### config.mk
export PLATFORM = sky130hd
export DESIGN_NAME = axis_pkt_gen
export DESIGN_NICKNAME = d
export VERILOG_FILES = /design/src/rtl/axis_tb_pkg.sv /design/src/rtl/axis_pkt_gen.sv
export SDC_FILE = /design/constraint.sdc
export NUM_CORES = 1
export LEC_CHECK = 0
export ABC_AREA = 0
export CORE_AREA = 4 4 127 129
export DETAILED_ROUTE_END_ITERATION = 10
export DIE_AREA = 0 0 131 133
export HOLD_SLACK_MARGIN = 0.06
export PLACE_DENSITY = 0.87
export SKIP_CTS_REPAIR_TIMING = 1
export SLEW_MARGIN = 10
export SYNTH_ARGS = -nofsm -noshare
export SYNTH_HDL_FRONTEND = slang
export SYNTH_SLANG_ARGS = --single-unit
### constraint.sdc
create_clock -name clk -period 11.1 [get_ports clk]
set_clock_uncertainty 0.05 [all_clocks]
set_input_delay 2.775 -clock clk [delete_from_list [all_inputs] [get_ports clk]]
set_output_delay 2.775 -clock clk [all_outputs]
set_load 0.01 [all_outputs]
### src/rtl/axis_tb_pkg.sv
// Shared definitions for the axis register-slice test chain: FSM state
// encodings and the default stream/counter widths.
package axis_tb_pkg;

  localparam int DEF_DATA_WIDTH = 32;
  localparam int DEF_LEN_WIDTH  = 16;
  localparam int DEF_CNT_WIDTH  = 16;
  localparam int DEF_GAP_WIDTH  = 8;

  localparam logic [1:0] ST_IDLE = 2'd0;
  localparam logic [1:0] ST_SEND = 2'd1;
  localparam logic [1:0] ST_GAP  = 2'd2;
  localparam logic [1:0] ST_DONE = 2'd3;

  typedef enum logic [1:0] {
    IDLE = ST_IDLE,
    SEND = ST_SEND,
    GAP  = ST_GAP,
    DONE = ST_DONE
  } state_e;

endpackage

### src/rtl/axis_pkt_gen.sv
// AXI4-Stream packet generator. A start pulse launches num_pkts packets of
// pkt_len beats; beat data counts up from seed, tlast marks each packet end,
// and gap idle cycles separate packets. All outputs come from flops, so
// tready only steers next-state decisions.
module axis_pkt_gen
  import axis_tb_pkg::*;
#(
  parameter int DATA_WIDTH = DEF_DATA_WIDTH,
  parameter int LEN_WIDTH  = DEF_LEN_WIDTH,
  parameter int CNT_WIDTH  = DEF_CNT_WIDTH,
  parameter int GAP_WIDTH  = DEF_GAP_WIDTH
) (
  input  logic                  clk,
  input  logic                  reset,
  input  logic                  start,
  input  logic [LEN_WIDTH-1:0]  pkt_len,
  input  logic [CNT_WIDTH-1:0]  num_pkts,
  input  logic [GAP_WIDTH-1:0]  gap,
  input  logic [DATA_WIDTH-1:0] seed,
  input  logic                  abort,
  output logic                  busy,
  output logic                  done,
  output logic [CNT_WIDTH-1:0]  pkt_sent,
  output logic [DATA_WIDTH-1:0] m_axis_tdata,
  output logic                  m_axis_tvalid,
  input  logic                  m_axis_tready,
  output logic                  m_axis_tlast
);

  state_e                 state_r;
  logic [LEN_WIDTH-1:0]   len_r;
  logic [CNT_WIDTH-1:0]   num_r;
  logic [GAP_WIDTH-1:0]   gap_r;
  logic [GAP_WIDTH-1:0]   gap_cnt_r;
  logic [LEN_WIDTH-1:0]   beat_cnt_r;
  logic [DATA_WIDTH-1:0]  data_cnt_r;
  logic [CNT_WIDTH-1:0]   pkt_sent_r;
  logic                   abort_req_r;
  logic                   tvalid_r;
  logic                   tlast_r;
  logic                   busy_r;
  logic                   done_r;

  logic                   hs_s;
  logic                   abort_req_s;
  logic                   last_pkt_s;
  logic                   single_beat_s;

  // A level on abort counts in the same cycle it is seen, so an abort on the
  // final beat of a packet already ends the run at that boundary.
  assign hs_s          = tvalid_r & m_axis_tready;
  assign abort_req_s   = abort_req_r | abort;
  assign last_pkt_s    = ((pkt_sent_r + CNT_WIDTH'(1)) == num_r);
  assign single_beat_s = (len_r == LEN_WIDTH'(1));

  assign busy          = busy_r;
  assign done          = done_r;
  assign pkt_sent      = pkt_sent_r;
  assign m_axis_tdata  = data_cnt_r;
  assign m_axis_tvalid = tvalid_r;
  assign m_axis_tlast  = tlast_r;

  // Packet FSM with all stream and status outputs registered.
  always_ff @(posedge clk or posedge reset) begin
    if (reset) begin
      state_r     <= IDLE;
      len_r       <= '0;
      num_r       <= '0;
      gap_r       <= '0;
      gap_cnt_r   <= '0;
      beat_cnt_r  <= '0;
      data_cnt_r  <= '0;
      pkt_sent_r  <= '0;
      abort_req_r <= 1'b0;
      tvalid_r    <= 1'b0;
      tlast_r     <= 1'b0;
      busy_r      <= 1'b0;
      done_r      <= 1'b0;
    end else begin
      case (state_r)
        IDLE: begin
          done_r <= 1'b0;
          if (start) begin
            len_r       <= pkt_len;
            num_r       <= num_pkts;
            gap_r       <= gap;
            data_cnt_r  <= seed;
            pkt_sent_r  <= '0;
            beat_cnt_r  <= '0;
            abort_req_r <= 1'b0;
            busy_r      <= 1'b1;
            if ((pkt_len == '0) || (num_pkts == '0)) begin
              state_r <= DONE;
              done_r  <= 1'b1;
            end else begin
              state_r  <= SEND;
              tvalid_r <= 1'b1;
              tlast_r  <= (pkt_len == LEN_WIDTH'(1));
            end
          end
        end
        SEND: begin
          abort_req_r <= abort_req_s;
          if (hs_s) begin
            data_cnt_r <= data_cnt_r + DATA_WIDTH'(1);
            if (tlast_r) begin
              beat_cnt_r <= '0;
              pkt_sent_r <= pkt_sent_r + CNT_WIDTH'(1);
              if (last_pkt_s || abort_req_s) begin
                state_r  <= DONE;
                tvalid_r <= 1'b0;
                tlast_r  <= 1'b0;
                done_r   <= 1'b1;
              end else if (gap_r == '0) begin
                tlast_r <= single_beat_s;
              end else begin
                state_r   <= GAP;
                tvalid_r  <= 1'b0;
                tlast_r   <= 1'b0;
                gap_cnt_r <= gap_r - GAP_WIDTH'(1);
              end
            end else begin
              beat_cnt_r <= beat_cnt_r + LEN_WIDTH'(1);
              tlast_r    <= ((beat_cnt_r + LEN_WIDTH'(1)) == (len_r - LEN_WIDTH'(1)));
            end
          end
        end
        GAP: begin
          abort_req_r <= abort_req_s;
          if (abort_req_s) begin
            state_r <= DONE;
            done_r  <= 1'b1;
          end else if (gap_cnt_r == '0) begin
            state_r  <= SEND;
            tvalid_r <= 1'b1;
            tlast_r  <= single_beat_s;
          end else begin
            gap_cnt_r <= gap_cnt_r - GAP_WIDTH'(1);
          end
        end
        DONE: begin
          state_r <= IDLE;
          done_r  <= 1'b0;
          busy_r  <= 1'b0;
        end
        default: begin
          state_r  <= IDLE;
          tvalid_r <= 1'b0;
          tlast_r  <= 1'b0;
          busy_r   <= 1'b0;
          done_r   <= 1'b0;
        end
      endcase
    end
  end

endmodule

==> results.py, run 1 <==
metrics = {
    "outcome": {
        "status": "finished clean",
    },
    "global_routing": {
        "grt_overflow_total": 0,
        "grt_max_degree": 85,
        "grtUsageTotal": 0.245,
        "antenna_found_initial": 0,
        "first_global_vias": 6936,
        "grt_pass1_wl_um": 34500,
    },
    "synthesis": {
        "synth_adder_area_share": 0.0196,
        "yosysMostFrequentCell": "dfrtp_1",
        "yosysSeqAreaShare": 0.388,
        "synth_top_family_by_area": "simple AND/OR/NAND/NOR gates",
        "syn_area_um2": 7670,
        "yosys_warnings": 0,
        "syn_area_per_cell_um2": 8.97,
        "yosys.area.top_type": "dfrtp_1",
        "synthTopCellsByCount": "dfrtp_1, nand2_1, o21ai_0",
        "synth_edf_count": 0,
        "synthTopCellsByArea": "dfrtp_1, mux2_2, o21ai_0",
        "synth-simple-area-share": 0.220,
        "syn_nets": 944,
        "ys.flop_type": "dfrtp_1",
        "synth_cell_types": 71,
        "synth.mux.area_fraction": 0.0827,
        "synth_top_area_share": 0.388,
        "netlist_instances": 855,
        "ys_seq_elements": 119,
        "synth_compound_area_frac": 0.175,
        "synth_xor_area_frac": 0.0762,
        "synth-async-reset-ratio": 1.00,
    },
    "setup_path": {
        "arrival_ns": 5.35,
        "end_kind": "flop",
        "regToRegSetupSlack_ns": 7.25,
        "path_max_fanout": 18,
        "crit_end": "gap_cnt_r[3]$_DFFE_PP0P_",
        "startpoint_type": "input pin",
        "reg2reg_to": "gap_cnt_r[3]$_DFFE_PP0P_",
        "rr_worst_depth": 9,
        "path_cells": "clkdlybuf4s50_1, nor2_1, nand2_1, a31oi_1, a21oi_1, nor4b_1, a21oi_4, o21ai_0, a221oi_2",
        "cp_slowest_cell": "nor4b_1",
        "max_stage_delay_ns": 0.55,
        "r2r-start": "pkt_sent[0]$_DFFE_PP0P_",
        "crit_start": "abort",
        "required_ns": 11.31,
        "path_class": "input pin to flop",
    },
    "min_path": {
        "min_path_type": "flop to flop",
    },
    "timing": {
        "fin_crit_ns": 5.14,
        "maxSlewHeadroom": 0.329,
        "tns_ns": 0,
        "slew_violations": 0,
        "rsz0062_at_grt": "no",
        "hold_violations": 0,
        "tightestPinTransition_ns": 1.01,
        "max_freq_ghz": 0.195,
        "setup_viol": 0,
        "fin_crit_sh": 0.463,
    },
    "final_layout": {
        "layout.nets": 1048,
        "multi_input_area_um2": 4410,
        "layout-drive-gt1-share": 0.107,
        "syn2layout_area_growth_pct": 25.7,
        "design_area_um2": 9640,
        "stdcell_count": 1160,
        "antenna-diode-count": 0,
        "area.sequential_um2": 2980,
        "fillCellCount": 1205,
    },
    "cts": {
        "clock-sinks": 119,
        "worstSkewPairLatency_ns": 0.42,
        "cts.path.max_buffers": 2,
        "cts_tree": "built",
        "cts_inserted_buffers": 17,
        "cts_root_buf": "clkbuf_16",
        "clk_pin_slew_ns": 0.06,
        "htree_levels": 4,
    },
    "power": {
        "power_density_nw_per_um2": 274,
        "ir_drop_uv": 146,
        "leakage_nw": 3.74,
    },
    "placed_design": {
        "dpl.cell_count": 1128,
        "routabilityCongestion": 0.889,
        "place_hpwl_um": 14500,
        "port-buffer-count": 128,
        "placed_area_um2": 9020,
    },
    "detailed_routing": {
        "drtAntennaViolNets": 0,
        "wirelength_um": 21400,
        "drcViolationCount": 0,
        "first_iter_violations": 897,
        "routedWlPerCell_um": 18.4,
        "drt_pre_antenna_iters": 6,
        "vias": 7292,
        "vias_per_cell": 6.29,
    },
    "floorplan": {
        "dieHeight_um": 133,
        "die_w_um": 131,
        "start_util": 0.510,
        "fp.coreArea_um2": 15000,
        "rows": 45,
        "ios": 129,
        "die_area_um2": 17400,
    },
    "job": {
        "maxCapViolations": 0,
    },
}
## cell type report
class,count,share of cell area
Timing Repair Buffer,133,0.137
Tap cell,188,0.0244
Multi-Input combinational cell,668,0.458
Sequential cell,119,0.309
Clock inverter,12,0.0156
Inverter,20,0.00805
Clock buffer,20,0.0484
## registers in the layout, indices dropped and copies added, names as in the netlist
name           cells
m_axis_tdata      32
pkt_sent          16
state_r            2
beat_cnt_r        16
m_axis_tlast       1
m_axis_tvalid      1
gap_r              8
num_r             16
busy               1
len_r             16
done               1
gap_cnt_r          8
abort_req_r        1
## kinds of logic after synthesis
logic type,after synthesis
xor gates and xnor gates,61
buffers and inverters,68
AOI/OAI and AO/OA,217
muxes,58
and+or+nand+nor,320
DFF,119
adders and majority gates,12
## worst min-delay path by stage
stage	end	slack (ns)	cells past startpoint	start
5_1_grt	beat_cnt_r[15]$_DFFE_PP0P_	0.48	1	beat_cnt_r[15]$_DFFE_PP0P_
3_3_place_gp	gap_cnt_r[1]$_DFFE_PP0P_	0.44	2	gap_cnt_r[1]$_DFFE_PP0P_
3_5_place_dp	beat_cnt_r[15]$_DFFE_PP0P_	0.45	1	beat_cnt_r[15]$_DFFE_PP0P_
2_1_floorplan	beat_cnt_r[15]$_DFFE_PP0P_	0.42	1	beat_cnt_r[15]$_DFFE_PP0P_
6_report	beat_cnt_r[15]$_DFFE_PP0P_	0.47	1	beat_cnt_r[15]$_DFFE_PP0P_
4_1_cts	beat_cnt_r[15]$_DFFE_PP0P_	0.46	1	beat_cnt_r[15]$_DFFE_PP0P_
## placed cells by master, fill, tap and decap left out, drive strengths merged, types with 6 or more instances in the layout
master         instances
nand2                 76
o21ai                 78
mux2i                 15
and3                  22
dfrtp                119
mux2                  43
clkinvlp               6
clkdlybuf4s50        128
nand3                 38
xor2                  16
a21oi                 62
ha                    12
or3                    7
o22ai                 15
nor4                  22
clkbuf                20
nor2                  60
xnor2                 42
o31ai                 10
nand4                 23
or4                    7
inv                   19
nor3                  23
and2                  13
a31oi                  6
## through the flow
stage	hold slack [ns]	setup WS [ns]	total power, mW	utilization
after floorplan	0.416	5.12	1.65	-
after global placement	0.441	5.78	1.99	0.600
after detailed placement	0.451	5.65	2.04	0.600
after CTS	0.462	6.06	2.63	0.641
after global routing	0.483	5.77	2.81	0.641
final	0.472	5.96	2.64	0.641
## routing by layer
| layer | vias to the layer above | wire length [um] | global-route usage |
|---|---|---|---|
| met2 | 347 | 10300 | 0.382 |
| met1 | 3525 | 9040 | 0.332 |
| met3 | 62 | 1440 | 0.0537 |
| met5 | - | 0 | 0 |
| met4 | 0 | 636 | 0.0954 |
| li1 | 3358 | - | - |
## critical path: cells and delay by family
family | cells | cell delay (ns)
AOI/OAI and AO/OA | 5 | 0.99
and+or+nand+nor | 3 | 1.14
buffers and inverters | 1 | 0.45
## report_power, final
group          internal, mW  total [mW]  switching, mW
Clock                 0.369       0.576          0.207
Combinational         0.569        1.23          0.666
Sequential            0.607       0.833          0.225
Total                  1.55        2.64           1.10
No activity file was read; power rests on OpenSTA's default activity.
==> run 2: changes to the inputs <==
Settings changed: CORE_AREA 4 4 127 129 to 4 4 131 133, DIE_AREA 0 0 131 133 to 0 0 135 137, PLACE_DENSITY 0.87 to 0.86.
Clock period 11.1 ns to 4.5 ns, I/O delays scaled along.
==> results.py, run 2 (same netlist as run 1, synthesis figures left out) <==
metrics = {
    "floorplan": {
        "fp.coreArea_um2": 15800,
        "die_w_um": 135,
        "die_area_um2": 18500,
        "rows": 46,
        "start_util": 0.484,
        "ios": 129,
        "dieHeight_um": 137,
    },
    "global_routing": {
        "grt_pass1_wl_um": 34800,
        "grtUsageTotal": 0.232,
        "grt_max_degree": 85,
        "first_global_vias": 6952,
        "antenna_found_initial": 0,
        "grt_overflow_total": 0,
    },
    "final_layout": {
        "utilization": 0.615,
        "final_cell_mix": "clkdlybuf4s50_1, dfrtp_1, nand2_1",
        "largest_reg_flops": 32,
        "antenna-diode-count": 0,
        "fillCellCount": 1295,
        "stdcell_count": 1191,
        "final_common_cell": "clkdlybuf4s50_1",
        "syn2layout_area_growth_pct": 27.0,
        "layout.nets": 1051,
        "layout-drive-gt1-share": 0.109,
    },
    "timing": {
        "maxSlewHeadroom": 0.226,
        "fin_crit_ns": 3.80,
        "slew_violations": 0,
        "rsz0062_at_grt": "no",
        "hold_violations": 0,
        "setup_viol": 0,
        "max_freq_ghz": 0.263,
        "tns_ns": 0,
        "fin_crit_sh": 0.844,
        "tightestPinTransition_ns": 1.15,
    },
    "detailed_routing": {
        "wirelength_um": 21300,
        "vias_per_cell": 6.03,
        "first_iter_violations": 761,
        "drtAntennaViolNets": 0,
        "drcViolationCount": 0,
        "routedWlPerCell_um": 17.9,
        "vias": 7183,
        "drt_pre_antenna_iters": 5,
    },
    "power": {
        "leakage_nw": 3.78,
        "power_density_nw_per_um2": 676,
        "power_mw": 6.58,
        "ir_drop_uv": 348,
    },
    "outcome": {
        "status": "finished clean",
    },
    "job": {
        "maxCapViolations": 0,
    },
    "setup_path": {
        "max_stage_delay_ns": 0.69,
        "end_kind": "flop",
        "path_max_fanout": 18,
        "startpoint_type": "flop",
        "required_ns": 4.77,
        "cp_slowest_cell": "or4_1",
        "path_cells": "ha_1, xor3_1, or3_1, a21oi_1, o32ai_1, or4_1, a21oi_4, o21ai_0, a221oi_2",
        "reg2reg_to": "gap_cnt_r[5]$_DFFE_PP0P_",
        "regToRegSetupSlack_ns": 0.70,
        "rr_worst_depth": 9,
        "arrival_ns": 4.06,
        "r2r-start": "pkt_sent[0]$_DFFE_PP0P_",
        "path_class": "flop to flop",
    },
    "placed_design": {
        "dpl.cell_count": 1159,
        "routabilityCongestion": 0.906,
        "place_hpwl_um": 15200,
        "port-buffer-count": 128,
    },
    "min_path": {
        "min_path_type": "flop to flop",
        "hold_start": "beat_cnt_r[15]$_DFFE_PP0P_",
        "whs_endpoint": "beat_cnt_r[15]$_DFFE_PP0P_",
        "hold_path_depth": 1,
    },
    "cts": {
        "cts_tree": "built",
        "cts_root_buf": "clkbuf_16",
        "htree_levels": 4,
        "worstSkewPairLatency_ns": 0.42,
        "clock-sinks": 119,
        "clk_pin_slew_ns": 0.06,
        "cts.path.max_buffers": 2,
        "cts_inserted_buffers": 17,
    },
}
-- run 2: cell types whose count changed in the layout (fill, tap and decap cells not counted), sizes merged --
cell,delta
clkinvlp,-3
buf,+3
bufinv,+1
clkinv,+2
-- run 2: through the flow --
| step | hold slack, ns | instance area (um^2) | worst slack, ns |
|---|---|---|---|
| global placement | 0.441 | 9100 | 0.837 |
| floorplan | 0.416 | 7670 | 0.168 |
| global route | 0.481 | 9730 | 0.475 |
| CTS | 0.465 | 9730 | 0.735 |
| detailed placement | 0.449 | 9100 | 0.705 |
| finish | 0.460 | 9730 | 0.704 |
-- run 2: metal layers --
metal  GRT usage  vias to the layer above  part of all wire
li1            -                     3356                 -
met3      0.0555                       46             0.069
met5           0                        -                 0
met1       0.307                     3451              0.43
met2       0.375                      330              0.48
met4      0.0840                        0             0.023
-- run 2: worst max path at each step --
| stage | from | end | slack [ns] | cells after the start |
|---|---|---|---|---|
| 2_1_floorplan | reset | abort_req_r$_DFFE_PP0P_ | 0.17 | 1 |
| 3_3_place_gp | abort | gap_cnt_r[7]$_DFFE_PP0P_ | 0.84 | 9 |
| 3_5_place_dp | abort | gap_cnt_r[7]$_DFFE_PP0P_ | 0.71 | 9 |
| 4_1_cts | pkt_sent[0]$_DFFE_PP0P_ | gap_cnt_r[2]$_DFFE_PP0P_ | 0.74 | 9 |
| 5_1_grt | pkt_sent[0]$_DFFE_PP0P_ | gap_cnt_r[5]$_DFFE_PP0P_ | 0.48 | 9 |
| 6_report | pkt_sent[0]$_DFFE_PP0P_ | gap_cnt_r[5]$_DFFE_PP0P_ | 0.70 | 9 |
-- run 2: worst max-delay path: cells and delay by family (launching register included) --
kind,cells,cell delay (ns)
compound gates,5,1.23
simple gates,2,1.03
flops,1,0.53
fa+ha+maj,1,0.46
xor+xnor,1,0.39
-- run 2: report_power, final --
part	switching, mW	internal, mW
logic	1.64	1.42
clock network	0.502	0.954
registers	0.565	1.50
total	2.70	3.87
-- run 2: final cells by class --
type / count / area (um^2) / area share
Inverter: 20 / 77.6 / 0.00797
Clock inverter: 12 / 175 / 0.0180
Clock buffer: 20 / 457 / 0.0469
Tap cell: 216 / 270 / 0.0278
Sequential cell: 119 / 2980 / 0.306
Multi-Input combinational cell: 668 / 4410 / 0.453
Timing Repair Buffer: 136 / 1370 / 0.140
==> run 3: changes to the inputs <==
Settings changed: CORE_AREA 4 4 131 133 to 4 4 127 129, DIE_AREA 0 0 135 137 to 0 0 131 133, PLACE_DENSITY 0.86 to 0.87.
Clock period 4.5 ns to 3.7 ns, I/O delays scaled along.
==> results.py, run 3 (same netlist as run 1, synthesis figures left out) <==
metrics = {
    "min_path": {
        "min_path_type": "flop to flop",
        "hold_path_depth": 1,
        "whs_endpoint": "beat_cnt_r[15]$_DFFE_PP0P_",
        "hold_start": "beat_cnt_r[15]$_DFFE_PP0P_",
    },
    "cts": {
        "htree_levels": 4,
        "clk_pin_slew_ns": 0.06,
        "cts_tree": "built",
        "clock-sinks": 119,
        "cts_root_buf": "clkbuf_16",
        "cts_inserted_buffers": 17,
        "cts.path.max_buffers": 2,
        "worstSkewPairLatency_ns": 0.42,
    },
    "detailed_routing": {
        "wirelength_um": 21500,
        "first_iter_violations": 926,
        "drt_pre_antenna_iters": 6,
        "vias_per_cell": 6.09,
        "drcViolationCount": 0,
        "drtAntennaViolNets": 0,
        "vias": 7186,
        "routedWlPerCell_um": 18.2,
    },
    "final_layout": {
        "antenna-diode-count": 0,
        "area.sequential_um2": 2980,
        "layout-drive-gt1-share": 0.122,
        "final_cell_mix": "clkdlybuf4s50_1, dfrtp_1, nand2_1",
        "final_common_cell": "clkdlybuf4s50_1",
        "syn2layout_area_growth_pct": 28.2,
        "layout.nets": 1068,
        "largest_reg_flops": 32,
        "fillCellCount": 1186,
        "multi_input_area_um2": 4410,
    },
    "floorplan": {
        "ios": 129,
        "die_w_um": 131,
        "die_area_um2": 17400,
        "fp.coreArea_um2": 15000,
        "start_util": 0.510,
        "dieHeight_um": 133,
        "rows": 45,
    },
    "setup_path": {
        "path_cells": "ha_1, xor3_1, or3_1, a21oi_1, o32ai_1, or4_1, a21oi_4, buf_12, o21ai_1, a221oi_2",
        "arrival_ns": 3.74,
        "required_ns": 3.97,
        "r2r-start": "pkt_sent[1]$_DFFE_PP0P_",
        "end_kind": "flop",
        "rr_worst_depth": 10,
        "cp_slowest_cell": "or4_1",
        "max_stage_delay_ns": 0.68,
        "path_class": "flop to flop",
        "reg2reg_to": "gap_cnt_r[6]$_DFFE_PP0P_",
        "regToRegSetupSlack_ns": 0.23,
        "startpoint_type": "flop",
        "path_max_fanout": 15,
    },
    "power": {
        "power_density_nw_per_um2": 827,
        "ir_drop_uv": 437,
        "leakage_nw": 3.87,
        "power_mw": 8.13,
    },
    "outcome": {
        "status": "finished clean",
    },
    "placed_design": {
        "port-buffer-count": 128,
        "place_hpwl_um": 15200,
        "routabilityCongestion": 0.886,
    },
    "timing": {
        "setup_viol": 0,
        "slew_violations": 0,
        "tightestPinTransition_ns": 0.748,
        "maxSlewHeadroom": 0.502,
        "tns_ns": 0,
        "rsz0062_at_grt": "no",
        "hold_violations": 0,
        "fin_crit_sh": 0.937,
        "max_freq_ghz": 0.288,
        "fin_crit_ns": 3.47,
    },
    "global_routing": {
        "first_global_vias": 6815,
        "grtUsageTotal": 0.245,
        "grt_max_degree": 82,
        "grt_pass1_wl_um": 34400,
        "antenna_found_initial": 0,
        "grt_overflow_total": 0,
    },
    "job": {
        "maxCapViolations": 0,
    },
}
run 3: cell count changes in the layout (fill, tap and decap cells not counted):
cell        previous run  this run
clkinvlp_4             3         2
clkinv_4               2         0
clkbuf_1               1         3
buf_4                  6        23
inv_4                  1         0
clkbuf_8               2         4
run 3: how the worst max path moves through the flow:
stage,start,end,slack (ns),cells after the start
2_1_floorplan,pkt_sent[0]$_DFFE_PP0P_,gap_cnt_r[4]$_DFFE_PP0P_,0.55,12
3_3_place_gp,pkt_sent[1]$_DFFE_PP0P_,gap_cnt_r[6]$_DFFE_PP0P_,0.23,9
4_1_cts,pkt_sent[1]$_DFFE_PP0P_,gap_cnt_r[5]$_DFFE_PP0P_,0.09,9
6_report,pkt_sent[1]$_DFFE_PP0P_,gap_cnt_r[6]$_DFFE_PP0P_,0.23,10
3_5_place_dp,pkt_sent[1]$_DFFE_PP0P_,gap_cnt_r[5]$_DFFE_PP0P_,0.09,9
5_1_grt,pkt_sent[1]$_DFFE_PP0P_,gap_cnt_r[3]$_DFFE_PP0P_,0.08,10
run 3: worst max-delay path, delay by kind of cell, from the launching register on:
family,cells,cell delay (ns)
compound gates,5,0.86
xor+xnor,1,0.39
fa+ha+maj,1,0.46
buf+inv,1,0.16
flops,1,0.47
simple gates,2,1.00
run 3: layout make-up:
type / instances / area share
timing repair buffer: 153 / 0.152
multi-input combinational: 668 / 0.449
clock buffer: 24 / 0.0500
inverter: 20 / 0.00802
sequential: 119 / 0.303
tap: 188 / 0.0239
clock inverter: 8 / 0.0145
run 3: power by group:
part           leakage (nW)  internal [mW]  switching [mW]
clock                 0.310           1.20           0.591
combinational          2.11           1.83            2.01
sequential             1.45           1.82           0.681
run 3: through the flow:
stage | worst slack (ns) | hold WS (ns) | util | cell area, um^2 | instances
floorplan | 0.552 | 0.416 | - | 7670 | 855
global placement | 0.234 | 0.439 | 0.609 | 9150 | 1144
detailed placement | 0.0895 | 0.449 | 0.609 | 9150 | 1144
CTS | 0.0910 | 0.458 | 0.651 | 9790 | 1176
global route | 0.0772 | 0.495 | 0.654 | 9830 | 1180
finish | 0.232 | 0.464 | 0.654 | 9830 | 1180
run 3: per-layer routing:
metal,GRT usage,vias up,wire [um]
li1,-,3390,-
met1,0.340,3490,9340
met2,0.385,279,10400
met3,0.0521,27,1420
met4,0.0686,0,297
met5,0,-,0
==> edit: new RTL, config.mk and constraints of run 2 <==
`DEF_CNT_WIDTH`: 16 -> 24.
--- a/src/rtl/axis_tb_pkg.sv
+++ b/src/rtl/axis_tb_pkg.sv
@@ -6,3 +6,3 @@
   localparam int DEF_LEN_WIDTH  = 16;
-  localparam int DEF_CNT_WIDTH  = 16;
+  localparam int DEF_CNT_WIDTH  = 24;
   localparam int DEF_GAP_WIDTH  = 8;
Interface: changed (resized num_pkts and pkt_sent); port bits go from 129 to 145. No check against the original RTL was run, so the function may have changed too.
==> edit against run 2 <==
Sequential cell count grew 16. Total power grew 4.0%. Final cell count grew 11%. Non-clock buffer count grew 16. Final area grew 9.9%. Core utilization grew 6.1 points. Die area is the same. Setup slack lost 0.12 ns. Critical path depth shrank 1. Routed wire length grew 13%. Area after synthesis grew 11%. Via count grew 14%. Fmax shrank 3.2%. Critical endpoint is now gap_cnt_r[0]. Highest routed layer unchanged.
==> edit: results (changes against run 2) <==
.. list-table::
   :header-rows: 1

   * - Metric
     - Value
   * - Run status
     - complete, no violations
   * - Maximum VDD drop
     - 369 uV (+5.8%)
   * - Internal
     - 3970 uW (+2.6%)
   * - Number of design-rule violations left by the first detailed-router iteration
     - 845 (+11%)
   * - Data arrival at the endpoint of the critical path
     - 4.18 ns (+0.12 ns)
   * - Fill count
     - 1252 (-3.3%)
   * - Global-route wire length before repair
     - 39000 um (+12%)
   * - Synth cell count leaders
     - 135 x dfrtp_1, 93 x o21ai_0, 90 x a21oi_1, 90 x nand2_1, 72 x nor2_1
   * - Reported max-cap violation count
     - 0 (unchanged)
   * - Largest net degree at the start of global routing
     - 136 (+60%)
   * - Synth Flop Type
     - dfrtp_1
   * - Initial antenna violation count
     - 0 (unchanged)
   * - H-tree lvl count
     - 4 (unchanged)
   * - Reg clk slew, reported paths
     - 0.06 ns (about the same)
   * - Placed insts
     - 1293 (+12%)
   * - Port bufs
     - 144 (+13%)
   * - Final weighted congestion in routability-driven placement
     - 0.971 (+7.1%)
   * - Clock tree root driver cell
     - clkbuf_16
   * - Leakage Power
     - 0.00416 uW (+10%)
   * - Post-DR vias/cell
     - 6.18 (+2.5%)
   * - Post-synthesis net count
     - 1076 (+14%)
   * - Number of global-route vias before repair
     - 7714 (+11%)
   * - Worst-case headroom to the max-slew limit
     - 21.3% (-1.3 points)
   * - Most frequent standard cell in the layout excluding fill and tap cells
     - clkdlybuf4s50_1
   * - Main area contributors after synthesis
     - dfrtp_1 40%, mux2_2 6.6%, o21ai_0 5.5%
   * - GRT Overall Usage
     - 26.1% (+2.9 points)
   * - Post-Synthesis Mean Instance Area
     - 8.71 sq um (-2.9%)
   * - Count of flip-flops with a built-in enable after synthesis
     - 0 (unchanged)
   * - Number of standard cells in the final layout excluding fillers
     - 1325 (+11%)
   * - Wire length per cell after detailed routing
     - 18.2 um (+1.5%)
   * - Worst Hold Class
     - flip-flop to flip-flop
   * - Number of different library cells in the post-synthesis netlist
     - 62 (-13%)
   * - Proportion of synthesized chip area in sequential cells
     - 39.6% (+0.79 points)
   * - Final nets
     - 1193 (+14%)
   * - Later-pin clock latency in the skew report
     - 0.42 ns (about the same)
   * - Share of final-layout standard cells stronger than drive strength 1
     - 9.56% (-1.3 points)
   * - Async set or reset register ratio after synthesis
     - 100% (unchanged)
   * - Crit Path Max Fanout
     - 15 (-3)
   * - Placed wire-length estimate after detailed placement
     - 17200 um (+13%)
## edit: changes by cell type after synthesis, moves of 7 or more
cell,change
nand3_1,+7
nor2b_1,+7
o21ai_0,+19
dfrtp_1,+16
nor2_1,+12
mux2_2,+7
a21oi_1,+29
nand2_1,+14
## edit: cells by family (layout without fill, tap and decap cells)
kind of cell / count (synthesis) / count (layout) / share of synthesized area [%]
buf+inv: 70 / 200 / 3.26
xor+xnor: 63 / 63 / 6.47
flops: 135 / 135 / 39.6
mux: 64 / 64 / 8.31
simple gates: 363 / 363 / 21.8
compound gates: 272 / 272 / 18.7
fa+ha+maj: 12 / 12 / 1.76
## edit: worst paths after layout
path / start / endpoint / slack, ns / cells past startpoint
min: beat_cnt_r[15] / beat_cnt_r[15] / 0.47 / 2
min reg2reg: beat_cnt_r[15] / beat_cnt_r[15] / 0.47 / 2
max in group asynchronous: reset / gap_r[4] / 2.61 / 3
min in group asynchronous: reset / pkt_sent[16] / 1.18 / 3
max: pkt_sent[4] / gap_cnt_r[0] / 0.58 / 8
max reg2reg: pkt_sent[4] / gap_cnt_r[0] / 0.58 / 8
## edit: metrics by stage
stage	worst slack, ns	power (uW)	utilization, %	hold WS [ns]	cell area [sq um]
finish	0.580	6840	67.6	0.468	10700
global route	0.245	7300	67.6	0.494	10700
CTS	0.691	6820	67.6	0.471	10700
detailed placement	0.691	5390	63.9	0.456	10100
global placement	0.797	5280	63.9	0.441	10100
floorplan	1.27	4300	-	0.420	8530
## edit: final cells by class
class / instances / share of cell area, %
Multi-Input combinational cell: 774 / 45.6
Sequential cell: 135 / 31.6
Timing Repair Buffer: 152 / 14.1
Clock buffer: 18 / 4.10
Tap cell: 216 / 2.53
Clock inverter: 14 / 1.41
Inverter: 16 / 0.596
## edit: power by group through the flow
stage / clock (uW) / combinational, uW / sequential, uW
after detailed placement: 0 / 3180 / 2220
after global routing: 1470 / 3540 / 2290
after CTS: 1420 / 3200 / 2200
after global placement: 0 / 3080 / 2200
final: 1400 / 3220 / 2220
after floorplan: 0 / 2160 / 2140
## edit: worst max-delay path, stage by stage, from the launching register on
cell and delay [ns]:
dfrtp_1 0.55, nand4_1 0.35, nor2_1 0.75, and4_1 0.28, o21ai_0 0.12, a2111oi_0 0.44
nand4_1 0.30, o21ai_2 0.54, mux2_2 0.40
## edit: layer usage
metal,GRT usage [%],wire (um)
met5,0,0
met3,5.55,1650
met1,35.6,10400
met4,10.0,765
met2,41.1,11300
